--- config.mk ---
export PLATFORM = sky130hd
export DESIGN_NAME = pipe_ctrl
export DESIGN_NICKNAME = d
export VERILOG_FILES = /design/src/rtl/pipe_ctrl.sv
export SDC_FILE = /design/constraint.sdc
export NUM_CORES = 1
export LEC_CHECK = 0
export ABC_AREA = 1
export CAP_MARGIN = 30
export CORE_UTILIZATION = 41
export DETAILED_ROUTE_END_ITERATION = 16
export PLACE_DENSITY_LB_ADDON = 0.1
export SLEW_MARGIN = 0
export SYNTH_ARGS = -nofsm -noshare
export SYNTH_HDL_FRONTEND = slang
export SYNTH_SLANG_ARGS = --single-unit
--- constraint.sdc ---
create_clock -name clk -period 3.8 [get_ports clk]
set_input_delay 0.76 -clock clk [delete_from_list [all_inputs] [get_ports clk]]
set_output_delay 0.76 -clock clk [all_outputs]
set_load 0.03 [all_outputs]
--- src/rtl/pipe_ctrl.sv ---
// Pipeline hazard controller: stall decode, branch/exception redirect and flush sequencing.
// Optional performance counters compiled in with `define PIPE_CTRL_PERF_EN.
module pipe_ctrl #(
  parameter int FLUSH_CYCLES = 1
) (
  input  logic        clk,
  input  logic        rst,
  input  logic        stallreq_id,
  input  logic        stallreq_ex,
  input  logic        stallreq_mem,
  input  logic        branch_flag_i,
  input  logic [31:0] branch_target_addr_i,
  input  logic        excp_valid_i,
  input  logic [31:0] excp_handler_i,
  output logic [5:0]  stall_o,
  output logic        flush_o,
  output logic        redirect_o,
  output logic [31:0] new_pc_o,
  output logic        delay_slot_o,
  output logic [1:0]  state_o,
  output logic [31:0] stall_cycles_o,
  output logic [15:0] flush_count_o
);

  typedef enum logic [1:0] {RUN = 2'd0, STALL = 2'd1, FLUSH = 2'd2} state_t;

  localparam logic [1:0] FCNT_INIT = 2'(FLUSH_CYCLES - 1);

  state_t      state_q, state_d;
  logic [1:0]  fcnt_q, fcnt_d;
  logic [31:0] handler_q;
  logic        ds_q, ds_d;
  logic        any_req, in_flush, flush_enter, br_take;
  logic [5:0]  stall_dec;

  assign any_req     = stallreq_id | stallreq_ex | stallreq_mem;
  assign in_flush    = (state_q == FLUSH);
  assign flush_enter = !in_flush && excp_valid_i;
  assign br_take     = !in_flush && branch_flag_i && !stall_dec[2];

  always_comb begin
    stall_dec = 6'b000000;
    if (stallreq_mem)     stall_dec = 6'b011111;
    else if (stallreq_ex) stall_dec = 6'b001111;
    else if (stallreq_id) stall_dec = 6'b000111;
  end

  always_comb begin
    state_d = state_q;
    fcnt_d  = fcnt_q;
    case (state_q)
      FLUSH: begin
        if (fcnt_q == 2'd0) state_d = any_req ? STALL : RUN;
        else                fcnt_d  = fcnt_q - 2'd1;
      end
      default: begin
        if (excp_valid_i) begin
          state_d = FLUSH;
          fcnt_d  = FCNT_INIT;
        end else begin
          state_d = any_req ? STALL : RUN;
        end
      end
    endcase
  end

  // The counter still equals its load value only in the first FLUSH cycle.
  always_comb begin
    stall_o    = 6'b000000;
    flush_o    = 1'b0;
    redirect_o = 1'b0;
    new_pc_o   = 32'h0;
    if (!rst) begin
      if (in_flush) begin
        flush_o = 1'b1;
        if (fcnt_q == FCNT_INIT) begin
          redirect_o = 1'b1;
          new_pc_o   = handler_q;
        end
      end else begin
        stall_o = stall_dec;
        if (br_take) begin
          redirect_o = 1'b1;
          new_pc_o   = branch_target_addr_i;
        end
      end
    end
  end

  always_comb begin
    ds_d = ds_q;
    if (flush_enter)      ds_d = 1'b0;
    else if (br_take)     ds_d = 1'b1;
    else if (!stall_o[2]) ds_d = 1'b0;
  end

  always_ff @(posedge clk or posedge rst) begin
    if (rst) begin
      state_q   <= RUN;
      fcnt_q    <= 2'd0;
      ds_q      <= 1'b0;
      handler_q <= 32'h0;
    end else begin
      state_q <= state_d;
      fcnt_q  <= fcnt_d;
      ds_q    <= ds_d;
      if (flush_enter) handler_q <= excp_handler_i;
    end
  end

  assign delay_slot_o = ds_q;
  assign state_o      = state_q;

`ifdef PIPE_CTRL_PERF_EN
  logic [31:0] stall_cyc_q;
  logic [15:0] flush_num_q;

  always_ff @(posedge clk or posedge rst) begin
    if (rst) begin
      stall_cyc_q <= 32'h0;
      flush_num_q <= 16'h0;
    end else begin
      if ((|stall_o) && (stall_cyc_q != 32'hFFFF_FFFF)) stall_cyc_q <= stall_cyc_q + 32'd1;
      if (flush_enter) flush_num_q <= flush_num_q + 16'd1;
    end
  end

  assign stall_cycles_o = stall_cyc_q;
  assign flush_count_o  = flush_num_q;
`else
  assign stall_cycles_o = 32'h0;
  assign flush_count_o  = 16'h0;
`endif

endmodule
==> impl_results.md, run 1 <==
* Die width at 83.5 µm
* Worst EP arrival at 2.67 ns
* DRT iter0 DRCs at 66
* I/O pin cnt at 162
* Share of cells above drive strength 1 at 0.117
* Area Overhead vs Synth at 38.1%
* Fin util at 0.590
* CORE AREA at 6390 µm²
* Critical path's top delay family: buffers and inverters
* Final Slew Violations at 0
* Avg Inst Size Synth at 7.39 µm²
* VDD IR-drop max at 0.000155 V
* WL final at 6.15 mm
* Mapped Cells at 369
* Most area-consuming cells after synthesis: dfrtp_1 34%, buf_4 14%, nand2_1 14%
* Leading area contributor after synthesis: dfrtp_1
* First-pass GRT wire length at 10.2 mm
* Final Skew at 0.00366 ns
* Crit Path Category: in2out
* Relative slew margins at 0.523
* Hold Slack at 0.465 ns
* Most common cell after layout, fill and taps aside: clkdlybuf4s50_1
* Port buffer count at 112
* Post-route minimum period at 3.43 ns
* Unique masters post-synth at 23
* Initial Util at 0.427
* GRT busiest layer: met2
* CTS tree: yes
* Slew @ Worst Pin at 0.715 ns
* Synth top area share at 0.340
* H-tree levels at 2
* Register area share after synthesis at 0.340
* GRT Total Usage at 0.179
* Run status: finished clean
* Drt wl/cell at 11.2 µm
* Drt first pass iters at 4
* Number of fill cells at 627
* Most frequent cells in the layout: 112 x clkdlybuf4s50_1, 101 x nand2_1, 49 x conb_1
* Post-CTS Resized at 0
* Most common cell on crit path: clkdlybuf4s50_1
* Synth warn at 0
* Sum Neg Setup Slack at 0 ns
* WP data required at 3.04 ns
* CP max-delay cell: clkdlybuf4s50_1
* Worst-path clk slew at 0.06 ns
* Max FO, Critical Path at 20
* Met2 Resource Use GR at 0.331
* Hold Path Depth at 2
* Global-route met1 utilization at 0.202
* CTS Buffer Depth at 2
* GR Overflow Total at 0
* Synth Register Bits at 37
* Post-CTS Setup Bufs at 0
* Vias/cell at 4.53
* Die ar. at 6980 µm²
* Cts-stage hold buffer count at 0
* Vias at 2,481
* Startpoint types: primary input
* Post-route ant nets at 0
* Crit share post-route at 0.902
* GP Congestion at 0.766
* Initial antenna violation count at 0
* MaxCap Viol Count at 0
* Final setup viols at 0
* Later-pin clock latency in the skew report at 0.28 ns
* Reg2Reg Depth at 6
* Critical path cell sequence: clkdlybuf4s50_1, inv_2, nand2_1, nor2_4, nand3_4, buf_4, a21oi_2, clkdlybuf4s50_1
* Final net count at 543
* # diodes at 0
* Cell Area, Synth at 2730 µm²
* Sequential cell area at 926 µm²
* Pleak at 0.00188 µW
* Clk sinks at 37
* Critical Path End Type: primary output
* Upper clock frequency limit at 292 MHz
* CTS root buffer: clkbuf_8
* Num CTS Buffers at 5
* Rows at 29
* GR Layer Usage met3 at 0.0485
* Vias in the first global route at 2,257
* RSZ-0062 raised after global routing: no
* Multi-input logic area at 1290 µm²
* Final hold violation count at 0
* Largest net degree at the start of global routing at 86
* Chip height at 83.5 µm
* CP max stage delay at 0.70 ns
* Power Density at 302 nW/µm²
* DRC viols at 0
* Worst min-delay path class: reg2reg
* Final HPWL DP at 4.54 mm
* CP Buf/Inv Count at 4
* Crit path depth at 8
[logic make-up (layout without fill, tap and decap cells)]
logic type,after synthesis,in the layout,synth area share
DFF,37,37,0.340
AOI/OAI and AO/OA,67,67,0.163
other,1,49,0.00138
adders and majority gates,1,1,0.00459
buffers and inverters,115,169,0.253
and+or+nand+nor,148,148,0.238
[per-layer routing]
metal / share of wire / vias up
li1: - / 1257
met1: 0.42 / 1111
met2: 0.50 / 106
met3: 0.077 / 7
met4: 0.010 / 0
met5: 0 / -
[flip-flops by register name, summed over array words and instances (netlist names)]
| name | cells |
|---|---|
| fcnt_q | 2 |
| handler_q | 32 |
| delay_slot_o | 1 |
| state_o | 2 |
[worst register-to-register path, stage by stage, from the launching register on]
cell and delay, ns:
dfrtp_1 0.43, nand2_4 0.11, buf_4 0.56, buf_4 0.37, nand2_2 0.42, nand2_1 0.28, o22ai_1 0.08
[cell type report]
class	count	share of cell area
multi-input combinational	265	0.343
inverter	41	0.0409
clock buffer	7	0.0229
timing repair buffer	121	0.322
sequential	37	0.246
tap	77	0.0256
[worst paths after layout]
| path | slack (ns) | startpoint | to |
|---|---|---|---|
| max | 0.37 | stallreq_mem | new_pc_o[9] |
| min | 0.47 | handler_q[9]$_DFFE_PP0P_ | handler_q[9]$_DFFE_PP0P_ |
| max reg2reg | 1.44 | state_o[1]$_DFFE_PP0P_ | fcnt_q[1]$_DFFE_PP0P_ |
| min reg2reg | 0.47 | handler_q[9]$_DFFE_PP0P_ | handler_q[9]$_DFFE_PP0P_ |
| max in group asynchronous | 2.60 | rst | handler_q[13]$_DFFE_PP0P_ |
| min in group asynchronous | 0.94 | rst | handler_q[22]$_DFFE_PP0P_ |
[cell usage after synthesis]
library cell,number
buf_1,1
nand2_2,3
nand2_4,1
a21oi_2,29
buf_2,12
nand3_1,35
inv_1,39
conb_1,1
dfrtp_1,37
nor2_1,3
o21ai_1,1
nor2_2,2
ha_1,1
buf_4,51
nand2_1,101
a21oi_1,4
clkbuf_1,3
o22ai_1,1
nor2_4,2
buf_6,7
inv_2,2
nand3_4,1
o21ai_0,32
[stage by stage]
step	area (µm²)	std cells	setup slack (ns)	power (µW)
after global routing	3770	548	0.231	1200
after floorplan	2910	417	0.653	768
after detailed placement	3680	541	0.348	876
final	3770	548	0.371	1140
after global placement	3680	541	0.372	871
after CTS	3770	548	0.344	1150
[report_power, final]
part | internal, µW | total, µW | switching, µW
clock network | 144 | 271 | 127
registers | 440 | 465 | 25.3
logic | 158 | 400 | 242
Power figures use the tool's default switching activity.
==> inputs of run 2 (changes only) <==
--- a/config.mk
+++ b/config.mk
@@ -5,9 +5,8 @@
 export SDC_FILE = /design/constraint.sdc
 export NUM_CORES = 1
 export LEC_CHECK = 0
-export ABC_AREA = 1
 export CAP_MARGIN = 30
-export CORE_UTILIZATION = 41
+export CORE_UTILIZATION = 40
 export DETAILED_ROUTE_END_ITERATION = 16
 export PLACE_DENSITY_LB_ADDON = 0.1
 export SLEW_MARGIN = 0
==> impl_results.md, run 2 <==
* Mapped Cells at 264
* Synth Register Bits at 37
* Pleak at 0.00147 µW
* Relative slew margins at 0.469
* Final Skew at 0.00317 ns
* Reg2reg setup slack at 1.78 ns
* Port buffer count at 112
* Vias at 2,117
* Top-count cell post-synth: buf_4
* Drt first pass iters at 4
* First-pass GRT wire length at 8.97 mm
* Area post-placement at 3310 µm²
* Flip-flop count of the largest register after layout at 32
* P_sw at 794 µW
* Register area share after synthesis at 0.368
* Final HPWL DP at 4.20 mm
* Largest net degree at the start of global routing at 39
* Number of synthesized flops with an enable pin at 0
* Leading area contributor after synthesis: dfrtp_1
* Final hold violation count at 0
* Most common cell after layout, fill and taps aside: clkdlybuf4s50_1
* Final Slew Violations at 0
* GP Congestion at 0.685
* Fin util at 0.573
* Post-CTS Resized at 0
* GRT Total Usage at 0.176
* Run status: finished clean
* Startpoint types: primary input
* Clk sinks at 37
* Primary FF master, synth: dfrtp_1
* Power Density at 578 nW/µm²
* Cell internal pwr at 1190 µW
* Vias/cell at 4.79
* Share of cells above drive strength 1 at 0.234
* Worst-path clk slew at 0.07 ns
* Die ar. at 6610 µm²
* WP data required at 3.04 ns
* Sum Neg Setup Slack at 0 ns
* DRT iter0 DRCs at 74
* Post-route ant nets at 0
* Most area-consuming cells after synthesis: dfrtp_1 37%, buf_4 16%, mux2_2 14%
* Worst min-delay path class: reg2reg
* Top reg by flops: handler_q
* Number of fill cells at 587
* Die width at 81.3 µm
* Sequential Power Share at 0.315
* Clock share of power at 0.172
* Top cells by count, synth: 55 x buf_4, 37 x dfrtp_1, 34 x nand2_1
* Crit Path Category: in2out
* Setup ws final at 0.689 ns
* Overall power at 1980 µW
* Synth top area share at 0.368
* Area Overhead vs Synth at 36.4%
* Final net count at 438
* Critical Path End Type: primary output
* Drt wl/cell at 13.0 µm
* CORE AREA at 5990 µm²
* MaxCap Viol Count at 0
* I/O pin cnt at 162
* Vias in the first global route at 1,987
* Max FO, Critical Path at 16
* GR Overflow Total at 0
* Later-pin clock latency in the skew report at 0.28 ns
* Upper clock frequency limit at 321 MHz
* Rows at 28
* Synth warn at 0
* # diodes at 0
* DRC viols at 0
* Switch share at 0.400
* Post-route cell area at 3430 µm²
* Async SR Flop Fraction at 1.00
* Most frequent cells in the layout: 76 x clkdlybuf4s50_1, 49 x conb_1, 42 x buf_4
* Slew @ Worst Pin at 0.794 ns
* VDD IR-drop max at 0.000297 V
* Worst EP arrival at 2.35 ns
* Crit share post-route at 0.819
* Num CTS Buffers at 5
* Cts-stage hold buffer count at 0
* H-tree levels at 2
* WL final at 5.74 mm
* Post-route minimum period at 3.11 ns
* Chip height at 81.3 µm
* CTS root buffer: clkbuf_8
* Post-CTS Setup Bufs at 0
* CTS Buffer Depth at 2
* Final setup viols at 0
* DP Worst Slack at 0.673 ns
* RSZ-0062 raised after global routing: no
* CTS tree: yes
* Initial antenna violation count at 0
* Initial Util at 0.420
* Avg Inst Size Synth at 9.53 µm²
* Cell Area, Synth at 2520 µm²
* Comb pwr share at 0.513
* Unique masters post-synth at 26
run 2: changes by cell type in the layout (fill, tap and decap cells not counted), sizes merged, moves of 3 or more:
| cell | change |
|---|---|
| buf | +35 |
| nand4 | +32 |
| clkdlybuf4s50 | -36 |
| mux2 | +32 |
| nor3 | +3 |
| o21ai | -32 |
| nand3 | -36 |
| inv | -36 |
| nand2 | -71 |
| nor2 | -3 |
run 2: layer usage:
metal	part of all wire	GRT usage	vias to the layer above
met1	0.41	0.208	992
met4	0.0070	0.0482	0
met3	0.077	0.0371	5
li1	-	-	1020
met5	0	0	-
met2	0.50	0.317	100
run 2: kinds of logic (layout without fill, tap and decap cells):
group / count (synthesis) / in the layout / share of synthesized area
AND/OR/NAND/NOR: 78 / 78 / 0.162
buffers and inverters: 77 / 132 / 0.241
AO/OA/AOI/OAI: 38 / 38 / 0.0796
flip-flops: 37 / 37 / 0.368
multiplexers: 32 / 32 / 0.143
adder cells (fa/ha/maj): 1 / 1 / 0.00497
other: 1 / 49 / 0.00149
run 2: layout make-up:
| class | instances | area, µm² | area share |
|---|---|---|---|
| inverters | 4 | 15.0 | 0.00438 |
| well taps | 75 | 93.8 | 0.0274 |
| multi-input cells | 198 | 1160 | 0.339 |
| clock inverters | 1 | 30.0 | 0.00875 |
| repair buffers | 120 | 1120 | 0.325 |
| clock buffers | 7 | 86.3 | 0.0252 |
| flip-flops and latches | 37 | 926 | 0.270 |
run 2: path summary, 6_finish.rpt:
kind,from,end,cells past startpoint
min reg2reg,fcnt_q[0]$_DFFE_PP0P_,fcnt_q[0]$_DFFE_PP0P_,1
max,rst,flush_o,4
max in group asynchronous,rst,handler_q[14]$_DFFE_PP0P_,3
max reg2reg,state_o[0]$_DFFE_PP0P_,handler_q[0]$_DFFE_PP0P_,4
min in group asynchronous,rst,handler_q[24]$_DFFE_PP0P_,3
min,fcnt_q[0]$_DFFE_PP0P_,fcnt_q[0]$_DFFE_PP0P_,1
run 2: stage by stage:
step | cells | hold slack (ns)
floorplan | 312 | 0.429
global placement | 434 | 0.444
detailed placement | 434 | 0.461
CTS | 442 | 0.468
global route | 442 | 0.514
finish | 442 | 0.468
run 2: critical path, stage by stage:
cell and delay (ns):
clkdlybuf4s50_1 0.54, buf_4 0.26, nor2_1 0.11, clkdlybuf4s50_1 0.67
run 2: power by group through the flow:
stage / registers, µW / clock network, µW / logic [µW]
after floorplan: 633 / 0 / 773
after global placement: 625 / 0 / 1030
after detailed placement: 631 / 0 / 1030
after CTS: 625 / 355 / 1030
after global routing: 647 / 372 / 1090
final: 624 / 341 / 1020
